### src/rtl/button_reader.sv
// button_reader: debounced four-button reader with a one-entry event register; `BUTTON_READER_RELEASE_EVENTS_EN enables release events
module button_reader #(
  parameter int DEBOUNCE_BITS = 16
) (
  input  logic       clk,
  input  logic       NOTRESET,
  input  logic [3:0] BUTTONS,
  input  logic       EVENT_ACK,
  output logic [3:0] LEVEL,
  output logic       EVENT_VALID,
  output logic [1:0] EVENT_BUTTON,
  output logic       EVENT_RELEASE,
  output logic       OVERFLOW
);
  logic [3:0] s1, s2, db_edge, set, clr, pend;
  logic [DEBOUNCE_BITS-1:0] cnt [4];
  logic [DEBOUNCE_BITS-1:0] cnt_nx [4];
  logic [1:0] sel;
  logic load;
  // two-flop synchroniser per pin; s2 is the clean sampled level
  always_ff @(posedge clk or posedge NOTRESET)
    if (NOTRESET) {s2, s1} <= '0;
    else {s2, s1} <= {s1, BUTTONS};
  // a mismatch that survives a full counter run is a debounced edge; any agreement restarts the count
  always_comb begin
    cnt_nx = cnt;
    db_edge = '0;
    for (int i = 0; i < 4; i++) begin
      db_edge[i] = s2[i] != LEVEL[i] && &cnt[i];
      cnt_nx[i] = s2[i] == LEVEL[i] || db_edge[i] ? '0 : cnt[i] + DEBOUNCE_BITS'(1);
    end
  end
  // debounce counters and filtered levels; an edge always flips the level
  always_ff @(posedge clk or posedge NOTRESET)
    if (NOTRESET) begin
      cnt <= '{default: '0};
      LEVEL <= '0;
    end else begin
      cnt <= cnt_nx;
      LEVEL <= LEVEL ^ db_edge;
    end
`ifdef BUTTON_READER_RELEASE_EVENTS_EN
  assign set = db_edge;
`else
  assign set = db_edge & s2;
`endif
  assign load = (!EVENT_VALID || EVENT_ACK) && |pend;
  assign sel = pend[0] ? 2'd0 : pend[1] ? 2'd1 : pend[2] ? 2'd2 : 2'd3;
  assign clr = load ? 4'b0001 << sel : 4'b0000;
  // pending bits feed the event register lowest index first; a new edge on a still-pending button overflows
  always_ff @(posedge clk or posedge NOTRESET)
    if (NOTRESET) begin
      pend <= '0;
      EVENT_VALID <= 1'b0;
      EVENT_BUTTON <= '0;
      OVERFLOW <= 1'b0;
    end else begin
      pend <= (pend & ~clr) | set;
      OVERFLOW <= OVERFLOW || (|(set & pend & ~clr));
      if (load) begin
        EVENT_VALID <= 1'b1;
        EVENT_BUTTON <= sel;
      end else if (EVENT_ACK) EVENT_VALID <= 1'b0;
    end
`ifdef BUTTON_READER_RELEASE_EVENTS_EN
  logic [3:0] ptype;
  // edge type per pending button, newest edge wins; copied out on load
  always_ff @(posedge clk or posedge NOTRESET)
    if (NOTRESET) begin
      ptype <= '0;
      EVENT_RELEASE <= 1'b0;
    end else begin
      ptype <= (ptype & ~set) | (set & ~s2);
      if (load) EVENT_RELEASE <= ptype[sel];
    end
`else
  assign EVENT_RELEASE = 1'b0;
`endif
endmodule

### config.mk
export PLATFORM = sky130hd
export DESIGN_NAME = button_reader
export DESIGN_NICKNAME = d
export VERILOG_FILES = /design/src/rtl/button_reader.sv
export SDC_FILE = /design/constraint.sdc
export NUM_CORES = 1
export LEC_CHECK = 0
export ABC_AREA = 0
export BUFFER_PORTS_ARGS = -buffer_cell sky130_fd_sc_hd__buf_4
export CAP_MARGIN = 20
export CORE_UTILIZATION = 30
export CTS_CLUSTER_DIAMETER = 60
export DETAILED_ROUTE_END_ITERATION = 10
export PLACE_DENSITY = 0.42
export SKIP_CTS_REPAIR_TIMING = 1
export SYNTH_ARGS = -nofsm -noshare
export SYNTH_HDL_FRONTEND = slang
export SYNTH_SLANG_ARGS = --single-unit
### constraint.sdc
create_clock -name clk -period 5.46 [get_ports clk]
set_input_delay 0.819 -clock clk [delete_from_list [all_inputs] [get_ports clk]]
set_output_delay 0.819 -clock clk [all_outputs]
set_load 0.02 [all_outputs]
==> summary.txt, run 1 <==
Cells and area
  – Final net count: 403
  – Flip-flop and latch area: 2100 um2
  – Fillcell total: 1296
  – Multi-input gate area: 1660 um2
  – Area added between synthesis and finish: 14.3%
  – Diode count: 0
  – Share of layout cells above drive strength 1: 0.119

Global routing
  – First-pass GRT wire length: 12.0 mm
  – Largest net degree at the start of global routing: 54
  – Initial antenna violation count: 0
  – Tot GR Track Use: 0.119
  – Vias in the first global route: 2498
  – GRT overflow: 0

Clock network
  – CTS tree: built
  – Number of H-tree levels: 3
  – Reg clk slew, reported paths: 50 ps
  – CTS Root Buffer Type: clkbuf_16
  – Clock Path Buffers: 2
  – Clock sink count: 84
  – Clock latency on the worst-skew pair: 340 ps
  – Total CTS buffers: 9

Critical path
  – Buf+Inv Stages, Crit Path: 1
  – Worst EP arrival: 2370 ps
  – CP Max Fanout: 15
  – Cell Chain, Critical Path: ha_1 > inv_1 > or4_4 > nor2_1 > or2_1 > nor2_1
  – Critical path's top delay family: simple AND/OR/NAND/NOR gates
  – CP endpoint kind: flip-flop
  – Required time of the critical path: 5660 ps
  – CP max stage delay: 570 ps
  – WS Path Type: flip-flop to flip-flop
  – Most used cell, CP: nor2_1
  – Crit path launch type: flip-flop
  – CP max-delay cell: or4_4

Pwr
  – Internal power: 992 uW
  – Clock power frac: 0.448
  – Sequential share of power: 0.511
  – PD cells: 286 nW/um2
  – Fraction of power consumed by combinational cells: 0.041
  – Leakage: 1.89 nW
  – Switch Pwr: 275 uW
  – Sw Share: 0.217
  – VDD IR max: 0.145 mV

Synthesis
  – Sequential fraction of the synthesis area: 0.542
  – Yosys Warn Count: 0
  – Area of the mapped netlist: 3880 um2
  – Post-synth EDFFs: 0
  – Async S/R FF share, synth: 1.00
  – Cells after Synth: 373
  – Top FF cell, synth: dfrtp_1
  – Count of different cell masters after synthesis: 45
  – Seq cells post-synth: 84
  – Syn Nets: 384
  – Mapped Avg Cell Area: 10.4 um2

Floorplanning
  – Cell row count: 41
  – Core Footprint: 12600 um2
  – Die area: 13400 um2
  – Die Ht: 116 um
  – Die Wd: 116 um
  – Ports: 16
  – Initial Utilization: 0.307

Worst hold path
  – Min-Delay Path Class: flip-flop to flip-flop

STA
  – Final setup viols: 0
  – RSZ-0062 raised after global routing: no
  – Max Slew Vio Count: 0
  – Final Hold Vio Count: 0
  – Slew of the pin with the lowest slew margin: 532 ps
  – Final Cycle Share: 0.399
  – Clk_skew: 4.64 ps
  – Setup TNS Final: 0 ps
  – Final setup margin: 3280 ps
  – Slew margin rel.: 0.645
  – Fmax: 460 MHz
  – Fin crit period: 2180 ps

Detailed routing
  – Total Wirelength: 7.10 mm
  – Routed length per instance: 12.5 um
  – Vias: 2532
  – Remaining DRCs: 0
  – Final antenna-violating net count: 0
  – Drt pass-1 iters: 4
  – Drt initial violations: 106
  – Vias per inst: 4.47

Placement
  – Worst slack at placement: 3280 ps
  – I/O Buffers: 14
  – GP Congestion: 0.734
  – Detailed placement HPWL: 4.76 mm

Job
  – Max cap viols: 0

Run status
  – Status: completed
[layout by cell type, fill, tap and decap left out, types with 2 or more instances in the layout]
cell	count
nor2_1	80
nor2b_1	2
mux2_4	2
dfrtp_1	84
o22a_1	2
and4_1	6
o21ai_0	5
xnor2_1	25
or3_1	4
nand3_2	2
and3_1	6
clkbuf_16	9
inv_1	11
o31ai_1	2
mux2_2	2
nand2_1	17
ha_1	4
or4_4	3
clkinv_2	3
xor2_1	31
nand3_1	28
a21oi_1	4
buf_4	15
nand4_1	16
clkbuf_8	3
nor3_1	4
nand2b_1	5
nor4_1	2
[flip-flops by register name (all words and copies together), names as in the netlist, named ones only]
register      flops
EVENT_VALID       1
s1                4
EVENT_BUTTON      2
s2                4
cnt              64
OVERFLOW          1
pend              4
[per-layer routing]
metal / vias up / wire [um] / GRT usage
li1: 1292 / - / -
met1: 1206 / 3670 / 0.159
met2: 25 / 3060 / 0.175
met3: 9 / 230 / 0.0361
met4: 0 / 146 / 0.0590
met5: - / 0 / 0
[kinds of logic (layout without fill, tap and decap cells)]
group                      after synthesis  in the layout  share of synthesized area
buffers and inverters                   20             42                     0.0300
DFF                                     84             84                      0.542
AOI/OAI and AO/OA                       19             19                     0.0326
xor gates and xnor gates                56             56                      0.126
and+or+nand+nor                        185            185                      0.242
adders and majority gates                4              4                     0.0129
muxes                                    4              4                     0.0135
other                                    1              1                   0.000967
[path summary, 6_finish.rpt]
check                             startpoint                end  slack (ps)  depth (start not counted)
max reg2reg                cnt[48]$_DFF_PP0_  cnt[58]$_DFF_PP0_        3280                          6
max in group asynchronous           NOTRESET  cnt[61]$_DFF_PP0_        4000                          4
max                        cnt[48]$_DFF_PP0_  cnt[58]$_DFF_PP0_        3280                          6
min reg2reg                  s1[0]$_DFF_PP0_    s2[0]$_DFF_PP0_         350                          0
min                          s1[0]$_DFF_PP0_    s2[0]$_DFF_PP0_         350                          0
min in group asynchronous           NOTRESET  cnt[43]$_DFF_PP0_         470                          2
[power groups by stage]
stage / Combinational (mW) / Sequential, mW / Clock, mW
global placement: 0.0531 / 0.659 / 0
floorplan: 0.0364 / 0.659 / 0
detailed placement: 0.0531 / 0.660 / 0
finish: 0.0523 / 0.648 / 0.567
global route: 0.0608 / 0.650 / 0.618
CTS: 0.0532 / 0.648 / 0.596
[stage by stage]
step	instances	hold WS (ps)	util	power (mW)	area [um2]
2_1_floorplan	373	331	-	0.695	3880
3_3_place_gp	552	333	0.328	0.713	4140
3_5_place_dp	552	336	0.328	0.713	4140
4_1_cts	566	349	0.350	1.30	4410
5_1_grt	567	353	0.351	1.33	4430
6_report	567	347	0.351	1.27	4430
[cell usage after synthesis (all sizes together), types with 2 or more instances]
| cell | count | area [um2] |
|---|---|---|
| dfrtp | 84 | 2100 |
| nor2 | 80 | 300 |
| xor2 | 31 | 272 |
| nand3 | 30 | 160 |
| xnor2 | 25 | 219 |
| nand2 | 18 | 75.1 |
| nand4 | 16 | 100 |
| inv | 12 | 45.0 |
| and3 | 7 | 45.1 |
| and4 | 7 | 63.8 |
| buf | 6 | 63.8 |
| nand2b | 6 | 40.0 |
| o21ai | 5 | 25.0 |
| or3 | 5 | 36.3 |
| a21oi | 4 | 20.0 |
| ha | 4 | 50.1 |
| mux2 | 4 | 52.6 |
| nor3 | 4 | 20.0 |
| nor4 | 3 | 25.0 |
| or4 | 3 | 33.8 |
| clkbuf | 2 | 7.51 |
| nor2b | 2 | 12.5 |
| o22a | 2 | 17.5 |
| o31ai | 2 | 15.0 |
| or2 | 2 | 12.5 |
[area by class of cell]
cell class                 count  area share
inverter                      12      0.0104
clock inverter                 2     0.00226
multi-input combinational    269       0.375
tap                          172      0.0485
clock buffer                  12      0.0601
sequential                    84       0.474
timing repair buffer          16      0.0299
(Power assumes the default switching activity.)
==> run 2: changes to the inputs <==
Settings changed: PLACE_DENSITY 0.42 to 0.43.
Clock period 5.46 ns to 1.81 ns, I/O delays scaled along.
==> run 2 against run 1 <==
Net effect: clock skew is 1.3 ps higher; flip-flop and latch count stayed put; critical path depth is 2 lower; sequential share of layout area is 3.2 points lower; worst setup slack worse by 3200 ps; routed wire length is 5.2% higher; via count is 5.5% higher; first-iteration DRC count is 7.5% higher; utilization is 2.6 points higher; largest power group unchanged.
==> summary.txt, run 2 (synthesis gave the netlist of run 1 again) <==
Clock network
  – Clock sink count: 84
  – Clock Path Buffers: 2
  – Clock latency on the worst-skew pair: 340 ps
  – Number of H-tree levels: 3
  – CTS Root Buffer Type: clkbuf_16
  – Reg clk slew, reported paths: 60 ps
  – CTS tree: built
  – Total CTS buffers: 9

STA
  – Max Slew Vio Count: 0
  – Clk_skew: 5.91 ps
  – Setup TNS Final: 0 ps
  – Fmax: 565 MHz
  – RSZ-0062 raised after global routing: no
  – Fin crit period: 1770 ps
  – Final setup viols: 0
  – Final Cycle Share: 0.977
  – Final Hold Vio Count: 0

Cells and area
  – Diode count: 0
  – Most common cell after layout, fill and taps aside: dfrtp_1
  – Final net count: 432
  – Share of layout cells above drive strength 1: 0.200
  – Top reg by flops: cnt
  – Max reg flops: 64
  – Area added between synthesis and finish: 22.7%
  – Cell area after layout: 4760 um2
  – Commonest non-fill, non-tap cells in the layout: dfrtp_1, nor2_1, buf_4, xor2_1, nand3_1

Critical path
  – CP endpoint kind: flip-flop
  – Crit path launch type: flip-flop
  – Required time of the critical path: 2030 ps
  – Worst EP arrival: 1990 ps
  – CP Max Fanout: 3
  – WS Path Type: flip-flop to flip-flop

Global routing
  – GRT overflow: 0
  – Tot GR Track Use: 0.127
  – First-pass GRT wire length: 12.9 mm
  – Vias in the first global route: 2729
  – Largest net degree at the start of global routing: 59
  – Initial antenna violation count: 0

Detailed routing
  – Vias per inst: 4.47
  – Drt initial violations: 114
  – Drt pass-1 iters: 4
  – Routed length per instance: 12.5 um
  – Total Wirelength: 7.47 mm
  – Vias: 2672
  – Remaining DRCs: 0
  – Final antenna-violating net count: 0

Placement
  – Placed cell area: 4380 um2
  – GP Congestion: 0.721
  – Detailed placement HPWL: 5.03 mm
  – I/O Buffers: 14

Pwr
  – Overall Power: 3.90 mW
  – Fraction of power consumed by combinational cells: 0.050
  – Sequential share of power: 0.501
  – PD cells: 820 nW/um2
  – Internal power: 3.00 mW
  – Leakage: 2.06 nW
  – Sw Share: 0.231
  – Switch Pwr: 902 uW
  – Clock power frac: 0.449
  – VDD IR max: 0.437 mV

Floorplanning
  – Ports: 16
  – Die Wd: 116 um
  – Initial Utilization: 0.307
  – Die area: 13400 um2
  – Core Footprint: 12600 um2
  – Die Ht: 116 um
  – Cell row count: 41

Worst hold path
  – Min-Delay Path Class: input pin to flip-flop

Job
  – Max cap viols: 0

Run status
  – Status: completed
run 2: critical path, stage by stage, from the launching register on:
cell and delay [ps]:
dfrtp_1 380, nand3_1 150, or3_4 400, or3_4 420
mux2_4 300
run 2: layout make-up:
| cell class | count | area, um2 |
|---|---|---|
| Clock buffer | 11 | 253 |
| Clock inverter | 5 | 36.3 |
| Multi-Input combinational cell | 269 | 1740 |
| Sequential cell | 84 | 2100 |
| Timing Repair Buffer | 45 | 365 |
| Inverter | 12 | 48.8 |
| Tap cell | 172 | 215 |
| Fill cell | 1317 | 7860 |
run 2: power groups by stage:
stage	clock network (mW)	registers [mW]	logic (mW)
2_1_floorplan	0	1.99	0.112
3_3_place_gp	0	1.99	0.192
3_5_place_dp	0	1.99	0.192
4_1_cts	1.83	1.95	0.193
5_1_grt	1.90	1.96	0.227
6_report	1.75	1.95	0.196
run 2: final timing paths:
check	from	to	slack (ps)	depth (start not counted)
min in group asynchronous	NOTRESET	cnt[41]$_DFF_PP0_	460	3
worst max register to register	cnt[8]$_DFF_PP0_	flip-flop	40	4
worst max-delay path	cnt[8]$_DFF_PP0_	flip-flop	40	4
worst min register to register	s1[0]$_DFF_PP0_	s2[0]$_DFF_PP0_	350	0
max in group asynchronous	NOTRESET	cnt[49]$_DFF_PP0_	740	4
worst min-delay path	BUTTONS[1]	s1[1]$_DFF_PP0_	40	1
run 2: metal layers:
layer,vias up,global-route usage,routed length [um]
met5,-,0,0
met4,0,0.0513,129
met3,12,0.0377,195
met2,22,0.204,3570
met1,1277,0.159,3580
li1,1361,-,-
run 2: metrics by stage:
stage                     hold slack [ps]  setup WS, ps   util  std cells
after CTS                            -102         -49.6  0.370        595
after global routing                 17.6         0.217  0.377        598
after detailed placement              266         -22.2  0.347        579
after floorplan                       303          32.1      -        373
final                                35.2          40.9  0.377        598
after global placement                265         -25.2  0.347        579
==> run 3: changes to the inputs <==
Settings changed: CORE_UTILIZATION 30 to 55, PLACE_DENSITY 0.43 to 0.72.
==> run 3 against run 2 <==
Net effect: fmax about the same; combinational power fell by 5%; global-route usage is 7.6 points higher.
==> summary.txt, run 3 (synthesis gave the netlist of run 1 again) <==
Run status
  – Status: completed

STA
  – Final Cycle Share: 0.977
  – Final setup margin: 41.9 ps
  – Fin crit period: 1770 ps
  – Min Hold Slack: 25.8 ps
  – Final setup viols: 0
  – Clk_skew: 9.48 ps
  – Max Slew Vio Count: 0
  – RSZ-0062 raised after global routing: yes
  – Final Hold Vio Count: 0
  – Fmax: 566 MHz

Floorplanning
  – Die Wd: 86.0 um
  – Core Footprint: 6790 um2
  – Die area: 7390 um2
  – Initial Utilization: 0.571
  – Cell row count: 30
  – Die Ht: 86.0 um
  – Ports: 16

Cells and area
  – Share of layout cells above drive strength 1: 0.181
  – Final cell count without fillers: 516
  – Final net count: 427
  – Top reg by flops: cnt
  – Commonest non-fill, non-tap cells in the layout: dfrtp_1, nor2_1, buf_4, xor2_1, nand3_1
  – Area added between synthesis and finish: 15.0%
  – Finished Core Util: 0.657
  – Max reg flops: 64
  – Diode count: 0
  – Most common cell after layout, fill and taps aside: dfrtp_1

Placement
  – I/O Buffers: 14
  – Worst slack at placement: -4.56 ps
  – GP Congestion: 0.820
  – Detailed placement HPWL: 4.53 mm
  – Placed Cells incl. Taps: 500

Detailed routing
  – Routed length per instance: 12.8 um
  – Vias per inst: 5.20
  – Final antenna-violating net count: 0
  – Vias: 2683
  – Drt initial violations: 103
  – Drt pass-1 iters: 4
  – Total Wirelength: 6.60 mm
  – Remaining DRCs: 0

Critical path
  – Cell Chain, Critical Path: nand3_1 > or3_1 > or3_4 > mux2_4
  – Buf+Inv Stages, Crit Path: 0
  – Required time of the critical path: 2040 ps
  – CP endpoint kind: flip-flop
  – Worst EP arrival: 2000 ps
  – CP max stage delay: 430 ps
  – Critical path's top delay family: simple AND/OR/NAND/NOR gates
  – WS Path Type: flip-flop to flip-flop
  – Crit path launch type: flip-flop
  – CP max-delay cell: or3_4
  – CP Max Fanout: 3

Global routing
  – Vias in the first global route: 2579
  – Largest net degree at the start of global routing: 85
  – Tot GR Track Use: 0.202
  – Global Route met1 Usage: 0.285
  – Routing usage on met3: 0.0404
  – Global routing's busiest layer: met2
  – GRT overflow: 0
  – Met2 usage: 0.308
  – First-pass GRT wire length: 11.7 mm
  – Initial antenna violation count: 0

Clock network
  – Clock latency on the worst-skew pair: 350 ps
  – Reg clk slew, reported paths: 80 ps
  – Clock Path Buffers: 2
  – Clock sink count: 84
  – Total CTS buffers: 9
  – CTS Root Buffer Type: clkbuf_8
  – Number of H-tree levels: 3
  – CTS tree: built

Pwr
  – Overall Power: 3.30 mW
  – PD cells: 739 nW/um2
  – VDD IR max: 0.511 mV
  – Leakage: 1.97 nW

Job
  – Max cap viols: 0

Worst hold path
  – Min-Delay Path Class: input pin to asynchronous set/reset pin
run 3: worst register-to-register path, cell delays in order, from the launching register on:
cell,delay (ps)
dfrtp_1,400
nand3_1,140
or3_1,390
or3_4,430
mux2_4,300
run 3: cell type report:
class,count,area (um2)
Multi-Input combinational cell,269,1710
Inverter,12,48.8
Clock inverter,4,26.3
Sequential cell,84,2100
Fill cell,531,2330
Clock buffer,11,141
Timing Repair Buffer,40,313
Tap cell,96,120
run 3: per-layer routing:
layer | routed length (um) | share of wire
met4 | 72 | 0.011
met3 | 132 | 0.020
met1 | 3300 | 0.50
met2 | 3090 | 0.47
met5 | 0 | 0
run 3: worst paths after layout:
kind                                   from                end  slack [ps]  cells after the start
setup reg to reg           cnt[8]$_DFF_PP0_          flip-flop          40                      4
hold reg to reg             s1[2]$_DFF_PP0_    s2[2]$_DFF_PP0_         350                      0
setup / recovery           cnt[8]$_DFF_PP0_          flip-flop          40                      4
max in group asynchronous          NOTRESET  cnt[49]$_DFF_PP0_        1410                      3
hold / removal                     NOTRESET  cnt[19]$_DFF_PP0_          30                      3
min in group clk                 BUTTONS[0]    s1[0]$_DFF_PP0_          30                      1
run 3: power by group:
part	internal [mW]	switching (mW)
sequential	1.91	0.0343
clock	0.527	0.634
combinational	0.0767	0.110
run 3: stage by stage:
stage | TNS, ps | area [um2]
final | 0 | 4460
after global routing | -28.9 | 4460
after CTS | -3.33 | 4420
after detailed placement | -4.56 | 4250
after global placement | 0 | 4250
after floorplan | 0 | 3900
